$ cat src/rtl/nvdla_csb_sequencer.sv
// nvdla_csb_sequencer: queues CSB register commands from the HWPE control side
// and plays them into the NVDLA core one at a time. Each command can wait for
// the core interrupt first. Each command returns exactly one response, and a
// hung access becomes a timeout error response.
//
// state      | meaning
// -----------+--------------------------------------------------------------
// S_IDLE     | no command in flight; pop the FIFO head when one is queued
// S_WAIT_INTR| command held until intr_i is sampled high
// S_ISSUE    | csb_valid_o asserted, waiting for csb_ready_i
// S_WAIT_RSP | request accepted, waiting for wr_complete / rvalid or timeout
// S_RESP     | rsp_valid_o asserted, waiting for rsp_ready_i
module nvdla_csb_sequencer #(
  parameter int DEPTH          = 8,
  parameter int TIMEOUT_CYCLES = 1024
) (
  input  logic        clk_i,
  input  logic        rst_ni,
  input  logic        clear_i,
  input  logic        cmd_valid_i,
  output logic        cmd_ready_o,
  input  logic [31:0] cmd_addr_i,
  input  logic [31:0] cmd_wdat_i,
  input  logic        cmd_write_i,
  input  logic        cmd_wait_intr_i,
  output logic        csb_valid_o,
  input  logic        csb_ready_i,
  output logic [15:0] csb_addr_o,
  output logic [31:0] csb_wdat_o,
  output logic        csb_write_o,
  output logic        csb_nposted_o,
  input  logic        csb_rvalid_i,
  input  logic [31:0] csb_rdata_i,
  input  logic        csb_wr_complete_i,
  input  logic        intr_i,
  output logic        rsp_valid_o,
  input  logic        rsp_ready_i,
  output logic [31:0] rsp_data_o,
  output logic        rsp_err_o,
  output logic        busy_o
);

  localparam int AW = $clog2(DEPTH);
  localparam int TW = $clog2(TIMEOUT_CYCLES);
  localparam int EW = 1 + 1 + 16 + 32;

  localparam logic [AW:0]   CNT_FULL   = (AW+1)'(DEPTH);
  localparam logic [AW:0]   CNT_ONE    = (AW+1)'(1);
  localparam logic [AW-1:0] PTR_ONE    = AW'(1);
  localparam logic [TW-1:0] TIMER_LAST = TW'(TIMEOUT_CYCLES - 1);
  localparam logic [TW-1:0] TIMER_ONE  = TW'(1);

  typedef enum logic [2:0] {
    S_IDLE,
    S_WAIT_INTR,
    S_ISSUE,
    S_WAIT_RSP,
    S_RESP
  } state_t;

  state_t r_state;
  state_t w_state_nxt;

  // FIFO entry layout: {wait_intr, write, word address, write data}
  logic [EW-1:0] r_mem [DEPTH];
  logic [AW-1:0] r_wr_ptr;
  logic [AW-1:0] r_rd_ptr;
  logic [AW:0]   r_count;

  logic [15:0]   r_cur_addr;
  logic [31:0]   r_cur_wdat;
  logic          r_cur_write;

  logic [31:0]   r_rsp_data;
  logic          r_rsp_err;
  logic [TW-1:0] r_timer;

  logic          w_full;
  logic          w_empty;
  logic          w_push;
  logic          w_pop;
  logic          w_handshake;
  logic          w_done;
  logic          w_timeout;
  logic [EW-1:0] w_push_entry;
  logic [EW-1:0] w_head;
  logic          w_unused_addr;

  // Only the word address inside the 256 KiB CSB window reaches the core.
  assign w_unused_addr = ^{cmd_addr_i[31:18], cmd_addr_i[1:0]};

  assign w_full       = (r_count == CNT_FULL);
  assign w_empty      = (r_count == '0);
  assign w_push       = cmd_valid_i & ~w_full & ~clear_i;
  assign w_pop        = (r_state == S_IDLE) & ~w_empty & ~clear_i;
  assign w_push_entry = {cmd_wait_intr_i, cmd_write_i, cmd_addr_i[17:2], cmd_wdat_i};
  assign w_head       = r_mem[r_rd_ptr];
  assign w_handshake  = (r_state == S_ISSUE) & csb_ready_i;
  // The completion pulse that does not match the command type is ignored.
  assign w_done       = (r_state == S_WAIT_RSP) &
                        (r_cur_write ? csb_wr_complete_i : csb_rvalid_i);
  // Completion beats timeout when both land in the same cycle.
  assign w_timeout    = (r_state == S_WAIT_RSP) & ~w_done & (r_timer == TIMER_LAST);

  // FIFO storage; contents need no reset because occupancy gates every read.
  always_ff @(posedge clk_i) begin
    if (w_push) begin
      r_mem[r_wr_ptr] <= w_push_entry;
    end
  end

  // FIFO pointers and occupancy; pointers wrap naturally at DEPTH.
  always_ff @(posedge clk_i or negedge rst_ni) begin
    if (!rst_ni) begin
      r_wr_ptr <= '0;
      r_rd_ptr <= '0;
      r_count  <= '0;
    end else if (clear_i) begin
      r_wr_ptr <= '0;
      r_rd_ptr <= '0;
      r_count  <= '0;
    end else begin
      if (w_push) r_wr_ptr <= r_wr_ptr + PTR_ONE;
      if (w_pop)  r_rd_ptr <= r_rd_ptr + PTR_ONE;
      case ({w_push, w_pop})
        2'b10:   r_count <= r_count + CNT_ONE;
        2'b01:   r_count <= r_count - CNT_ONE;
        default: r_count <= r_count;
      endcase
    end
  end

  // State register.
  always_ff @(posedge clk_i or negedge rst_ni) begin
    if (!rst_ni) begin
      r_state <= S_IDLE;
    end else begin
      r_state <= w_state_nxt;
    end
  end

  // Next-state logic; clear forces IDLE regardless of where the command was.
  always_comb begin
    w_state_nxt = r_state;
    case (r_state)
      S_IDLE: begin
        if (!w_empty) w_state_nxt = w_head[EW-1] ? S_WAIT_INTR : S_ISSUE;
      end
      S_WAIT_INTR: begin
        if (intr_i) w_state_nxt = S_ISSUE;
      end
      S_ISSUE: begin
        if (csb_ready_i) w_state_nxt = S_WAIT_RSP;
      end
      S_WAIT_RSP: begin
        if (w_done || w_timeout) w_state_nxt = S_RESP;
      end
      S_RESP: begin
        if (rsp_ready_i) w_state_nxt = S_IDLE;
      end
      default: w_state_nxt = S_IDLE;
    endcase
    if (clear_i) w_state_nxt = S_IDLE;
  end

  // Current-command register, loaded on pop and held through the handshake.
  always_ff @(posedge clk_i or negedge rst_ni) begin
    if (!rst_ni) begin
      r_cur_addr  <= '0;
      r_cur_wdat  <= '0;
      r_cur_write <= 1'b0;
    end else if (w_pop) begin
      r_cur_write <= w_head[EW-2];
      r_cur_addr  <= w_head[47:32];
      r_cur_wdat  <= w_head[31:0];
    end
  end

  // Response register, loaded on completion or timeout.
  always_ff @(posedge clk_i or negedge rst_ni) begin
    if (!rst_ni) begin
      r_rsp_data <= '0;
      r_rsp_err  <= 1'b0;
    end else if (!clear_i) begin
      if (w_done) begin
        r_rsp_data <= r_cur_write ? 32'h0 : csb_rdata_i;
        r_rsp_err  <= 1'b0;
      end else if (w_timeout) begin
        r_rsp_data <= 32'h0;
        r_rsp_err  <= 1'b1;
      end
    end
  end

  // Response timer: restarts at the CSB handshake, counts while waiting.
  always_ff @(posedge clk_i or negedge rst_ni) begin
    if (!rst_ni) begin
      r_timer <= '0;
    end else if (clear_i || w_handshake) begin
      r_timer <= '0;
    end else if (r_state == S_WAIT_RSP) begin
      r_timer <= r_timer + TIMER_ONE;
    end
  end

  assign cmd_ready_o   = ~w_full;
  assign csb_valid_o   = (r_state == S_ISSUE);
  assign csb_addr_o    = r_cur_addr;
  assign csb_wdat_o    = r_cur_wdat;
  assign csb_write_o   = r_cur_write;
  assign csb_nposted_o = 1'b1;
  assign rsp_valid_o   = (r_state == S_RESP);
  assign rsp_data_o    = r_rsp_data;
  assign rsp_err_o     = r_rsp_err;
  assign busy_o        = ~w_empty | (r_state != S_IDLE);

endmodule
$ cat config.mk
export PLATFORM = sky130hd
export DESIGN_NAME = nvdla_csb_sequencer
export DESIGN_NICKNAME = d
export VERILOG_FILES = /design/src/rtl/nvdla_csb_sequencer.sv
export SDC_FILE = /design/constraint.sdc
export NUM_CORES = 1
export LEC_CHECK = 0
export CAP_MARGIN = 20
export CORE_AREA = 2 2 252 180
export CTS_BUF_LIST = sky130_fd_sc_hd__clkbuf_2
export DETAILED_ROUTE_END_ITERATION = 10
export DIE_AREA = 0 0 254 182
export SYNTH_ARGS = -nofsm -noshare
export SYNTH_HDL_FRONTEND = slang
export SYNTH_SLANG_ARGS = --single-unit
$ cat constraint.sdc
create_clock -name clk_i -period 8.9 [get_ports clk_i]
set_input_delay 0.89 -clock clk_i [delete_from_list [all_inputs] [get_ports clk_i]]
set_output_delay 0.89 -clock clk_i [all_outputs]
set_load 0.1 [all_outputs]
Word-level counts from Yosys, hierarchy flattened
Memories as Yosys holds them, arrays and structs flattened. Cells that the tools add are included.

Memories kept: 1. Word-level logic and storage cells: 78. Output and inout port bits: 87. Input port bits: 107. Register bits: 105. Memory bits (writable): 400.

Memory list: r_mem (depth 8, width 50, read ports 1, clocked after memory_dff 0, write ports 1, RTL line 65) `logic [EW-1:0] r_mem [DEPTH];`.

Reduce and logical (&&, ||, !) cells: 12. Eq/ne operators: 13. Multiplexer cells: 24. Bitwise logic cells: 13. Add/subtract/negate cells: 5.

Operators with widths (number): $mux 32 (3); $mux 3 (10); $mux 10 (2); $pmux 3 s5 (1); $add 10x1->10 const B (1); $eq 10x10->1 const B (1); $ne 3x2->1 const B (3); $and 1x1->1 (8); $pmux 4 s2 (1); $reduce_bool 2->1 (4); $add 3x1->3 const B (2); $eq 3x2->1 const B (2); $ne 3x3->1 const B (2); $reduce_bool 3->1 (2); $mux 1 (5); $reduce_and 5->1 (1); $add 4x1->4 const B (1); $eq 4x4->1 const B (1); $logic_not 4->1 (1); $mux 4 (1); $not 1->1 (4); $sub 4x1->4 const B (1); $eq 3x1->1 const B (1); $eq 3x3->1 const B (1); 7 further kinds (8).

Longest topological paths before layout
Word-level depth: 9. Depth in mapped cells: 11. Depth with buffers taken out: 9.

Worst setup path before layout
No wires, ideal clock.

Path kind: input to register. Start: input cmd_valid_i. End: memory r_mem[0][0] (netlist name) (enable). Required time: 8381 ps. Cell stages on the path: 4. Library setup time: 519 ps. Slack: 3401 ps. Arrival: 4979 ps. Path buffers: 1. Cells stage by stage: buf_2 > nand2_8 > or3_1 > nor3_1.

Longest elaborated chain between the ends: 4.

RTL lines: from (decl) (RTL line 20) `input logic cmd_valid_i,`; $and 1x1->1 (2 in series) (RTL line 94) `assign w_push = cmd_valid_i & ~w_full & ~clear_i;`; $mux 1 (RTL line 107) `if (w_push) begin`; $mux 1 (not written as such) (RTL line 108) `r_mem[r_wr_ptr] <= w_push_entry;`; to (decl) (RTL line 65).

No other way between the ends.

Worst setup path after layout
Start: register r_count[0]. End: output cmd_ready_o.

Longest elaborated chain between the ends: 2.

RTL lines: from (decl) (RTL line 68) `logic [AW:0] r_count;`; from (signal assigned) (RTL line 126) `2'b10: r_count <= r_count + CNT_ONE;`; from (signal assigned) (RTL line 127) `2'b01: r_count <= r_count - CNT_ONE;`; from (signal assigned) (RTL line 128) `default: r_count <= r_count;`; $eq 4x4->1 (RTL line 92) `assign w_full = (r_count == CNT_FULL);`; $not 1->1 (RTL line 206) `assign cmd_ready_o = ~w_full;`; to (decl) (RTL line 21) `output logic cmd_ready_o,`.

No other way between the ends.

==> impl_metrics.tcl <==
set metrics [dict create \
    crit_path_end_kind "output pin" \
    critical-path-max-stage-delay_ns 1.13 \
    cap_violations 0 \
    final.setup_skew_ns 0.0926 \
    floorplan.core_area_um2 44100 \
    synth_seq_cells 505 \
    vias_per_cell 5.08 \
    worst_slew_pin_slew_ns 1.11 \
    detail_route.iter0.violations 666 \
    i_o_pin_total 194 \
    regToRegStartpoint "r_count[1]$_DFFE_PN0P_" \
    min-delay-path-class "primary input to register" \
    wire_length_of_the_first_global_routing_pass_um 63300 \
    synth_area_per_cell_um2 18.7 \
    cts_sinks 505 \
    power_density_nw_per_um2 294 \
    setup_repair_after_global_routing_missed_its_margin "no" \
    numCtsBuffers 116 \
    ctsHtreeMaxLevel 3 \
    port_buffers 176 \
    numPlacedInstances 1781 \
    root_buffer "sky130_fd_sc_hd__clkbuf_2" \
    fin_worst_hold_slack_ns 0.355 \
    worstPathArrival_ns 3.51 \
    die_w_um 254 \
    route.detailed.drc 0 \
    grt_use_total_pct 18.5 \
    seq_area_frac_synth_pct 75.2 \
    stdcell_count 2004 \
    critical_path.startpoint_type "register" \
    worstHoldPathCells 3 \
    postSynthCellCount 1042 \
    congestion_overflow_gr 0 \
    layout_setup_ws_ns 4.50 \
    timing.critical_path.required_ns 8.01 \
    critical_path.max_fanout 7 \
    timing_max_transition_violations_final 0 \
    finalCritPeriodShare_pct 49.4 \
    vdd_ir_drop_max_uv 237 \
    maxClockFrequency_mhz 227 \
    cts_repair_resize_count 0 \
    slew_headroom_pct 26.1 \
    yosys_warnings 0 \
    fp-row-count 65 \
    antenna_found_initial 6 \
    regToRegSetupSlack_ns 5.65 \
    postSynth.topFlopCell "sky130_fd_sc_hd__edfxtp_1" \
    syn-cell-area_um2 19500 \
    setup-tns-final_ns 0 \
    rr_endpoint "r_mem[4][38]$_DFFE_PP_" \
    layout_min_cycle_time_ns 4.40 \
    r2r.worst_path.cells 5 \
    worst_path_dominant_cell_family "buffers and inverters" \
    dr_total_vias 10200 \
    insertion_delay_ns 1.09 \
    cts.reportedPaths.clkPinSlew_ns 0.10 \
    run_status "finished clean" \
    critical_path.cell_chain "or4b_1, clkdlybuf4s50_1" \
    area_growth_pct 18.1 \
    gp_routability_congestion 0.766 \
    floorplan.die_area_um2 46200 \
    hold-path-endpoint "rsp_data_o[29]$_DFFE_PN0P_" \
    route.final.wire_length_um 41800 \
    mappedNetlistNets 1154 \
    number_of_enable_flip_flop_cells_after_synthesis 400 \
    tritoncts "built" \
    critPathSlowestCell "sky130_fd_sc_hd__clkdlybuf4s50_1" \
    clock_path_buffers 3 \
    initial_core_utilization_pct 44.2 \
    place_hpwl_um 22600 \
    drt_first_pass_iters 4 \
    worstSetupPathType "register to output pin" \
    design.final.nets 1411 \
    hold_violations 0 \
    dp_worst_setup_slack_ns 4.28 \
    setup_viol_count_final 0 \
    first_global_vias 10500 \
    hp-start "csb_rdata_i[29]" \
    die_h_um 182 \
    critPathBufInv 1 \
    synth_cell_type_count 51 \
    power.total_mw 6.76 \
    p_leak_nw 7.79 \
    pin_count_of_the_biggest_net_entering_global_routing 71 \
    synth_async_sr_flop_share_pct 20.8 \
    fillCellCount 3702 \
    route.detailed.wl_per_inst_um 20.8 \
    drive_gt1_share_pct 23.2 \
    drt.antenna.violating_nets 0 \
]
==> registers in the layout (all words and copies together) (netlist names) <==
| signal | count |
|---|---|
| r_state | 3 |
| csb_write_o | 1 |
| r_wr_ptr | 3 |
| csb_wdat_o | 32 |
| rsp_data_o | 32 |
| r_count | 4 |
| r_mem | 400 |
| r_rd_ptr | 3 |
| rsp_err_o | 1 |
| r_timer | 10 |
| csb_addr_o | 16 |
==> what timing repair did <==
item                                   CTS  global route
endpoints found under the hold margin   52             0
setup buffers                            0             0
hold buffers                             1             0
==> routing by layer <==
metal | part of all wire (%) | global-route usage, % | vias to the layer above | wire, um
met5 | 0.11 | 0 | - | 48
li1 | - | - | 4685 | -
met3 | 5.2 | 5.49 | 68 | 2180
met4 | 1.5 | 5.39 | 8 | 638
met1 | 47 | 26.1 | 5185 | 19400
met2 | 47 | 28.0 | 243 | 19500
==> cells by family after synthesis <==
group | Yosys count | synth area share (%)
flip-flops | 505 | 75.2
AND/OR/NAND/NOR | 192 | 4.52
adder cells (fa/ha/maj) | 5 | 0.321
other | 1 | 0.0193
multiplexers | 156 | 14.5
buffers and inverters | 61 | 1.64
AO/OA/AOI/OAI | 106 | 3.06
XOR/XNOR | 16 | 0.816
==> how the worst max path moves through the flow <==
| stage | cells past startpoint | endpoint | start |
|---|---|---|---|
| 4_1_cts | 2 | cmd_ready_o | r_count[0]$_DFFE_PN0P_ |
| 3_5_place_dp | 5 | r_mem[1][36]$_DFFE_PP_ | clear_i |
| 5_1_grt | 2 | cmd_ready_o | r_count[0]$_DFFE_PN0P_ |
| 2_1_floorplan | 4 | r_mem[0][0]$_DFFE_PP_ | cmd_valid_i |
| 3_3_place_gp | 5 | r_mem[1][33]$_DFFE_PP_ | clear_i |
| 6_report | 2 | cmd_ready_o | r_count[0]$_DFFE_PN0P_ |
==> stage by stage <==
step / utilization [%] / area (um^2)
6_report: 52.2 / 23000
5_1_grt: 52.2 / 23000
4_1_cts: 52.1 / 23000
3_5_place_dp: 49.7 / 21900
3_3_place_gp: 49.7 / 21900
2_1_floorplan: - / 19500
==> cell usage in the layout, fill, tap and decap left out, drive strengths merged, types with 4 or more instances in the layout <==
cell	instances
nand2	125
xor2	9
dfrtp	105
clkbuf	175
xnor2	7
nand3	7
a21oi	6
o21ai	87
nand2b	4
mux2i	55
inv	5
ha	5
nor3	9
nor2	29
buf	19
clkinv	40
mux4	100
nor3b	4
edfxtp	400
clkdlybuf4s50	175
==> cell usage after synthesis (2+ instances only) <==
library cell | instances | share of area, %
sky130_fd_sc_hd__nand2b_1 | 4 | 0.13
sky130_fd_sc_hd__ha_1 | 5 | 0.32
sky130_fd_sc_hd__o21ai_0 | 44 | 1.1
sky130_fd_sc_hd__or4b_1 | 2 | 0.10
sky130_fd_sc_hd__nor2_1 | 27 | 0.52
sky130_fd_sc_hd__buf_2 | 21 | 0.54
sky130_fd_sc_hd__a21oi_1 | 5 | 0.13
sky130_fd_sc_hd__buf_4 | 7 | 0.27
sky130_fd_sc_hd__xnor2_1 | 6 | 0.27
sky130_fd_sc_hd__nand4_1 | 3 | 0.096
sky130_fd_sc_hd__inv_1 | 4 | 0.077
sky130_fd_sc_hd__or3_1 | 3 | 0.096
sky130_fd_sc_hd__buf_6 | 5 | 0.29
sky130_fd_sc_hd__nor3_1 | 8 | 0.21
sky130_fd_sc_hd__xor2_1 | 9 | 0.40
sky130_fd_sc_hd__nand2_1 | 124 | 2.4
sky130_fd_sc_hd__o21ai_1 | 42 | 1.1
sky130_fd_sc_hd__o21a_1 | 2 | 0.077
sky130_fd_sc_hd__a31oi_1 | 3 | 0.096
sky130_fd_sc_hd__nor3b_1 | 4 | 0.15
sky130_fd_sc_hd__buf_1 | 9 | 0.17
sky130_fd_sc_hd__mux2i_1 | 55 | 2.8
sky130_fd_sc_hd__clkbuf_1 | 14 | 0.27
sky130_fd_sc_hd__edfxtp_1 | 400 | 62
sky130_fd_sc_hd__nand3_1 | 7 | 0.18
sky130_fd_sc_hd__mux4_2 | 100 | 12
sky130_fd_sc_hd__dfrtp_1 | 105 | 13
==> cell type report <==
type | instances | area [um^2] | area share (%)
flip-flops and latches | 505 | 14700 | 63.7
clock buffers | 175 | 876 | 3.81
multi-input cells | 476 | 4580 | 19.9
repair buffers | 195 | 1910 | 8.31
well taps | 603 | 754 | 3.28
clock inverters | 42 | 200 | 0.870
inverters | 5 | 18.8 | 0.0816
diodes | 3 | 7.51 | 0.0326
==> report_power, final <==
group	switching [mW]	internal (mW)
sequential	0.164	2.76
clock	0.893	0.558
combinational	1.63	0.763
total	2.69	4.08
==> worst register-to-register path, cell delays in order (launching register included) <==
cell and delay [ns]:
sky130_fd_sc_hd__dfrtp_1 0.54, sky130_fd_sc_hd__or4b_1 0.46, sky130_fd_sc_hd__nand2_8 0.11, sky130_fd_sc_hd__or3_1 0.51, sky130_fd_sc_hd__nor2_4 0.58, sky130_fd_sc_hd__buf_4 0.61
Power figures use the tool's default switching activity.
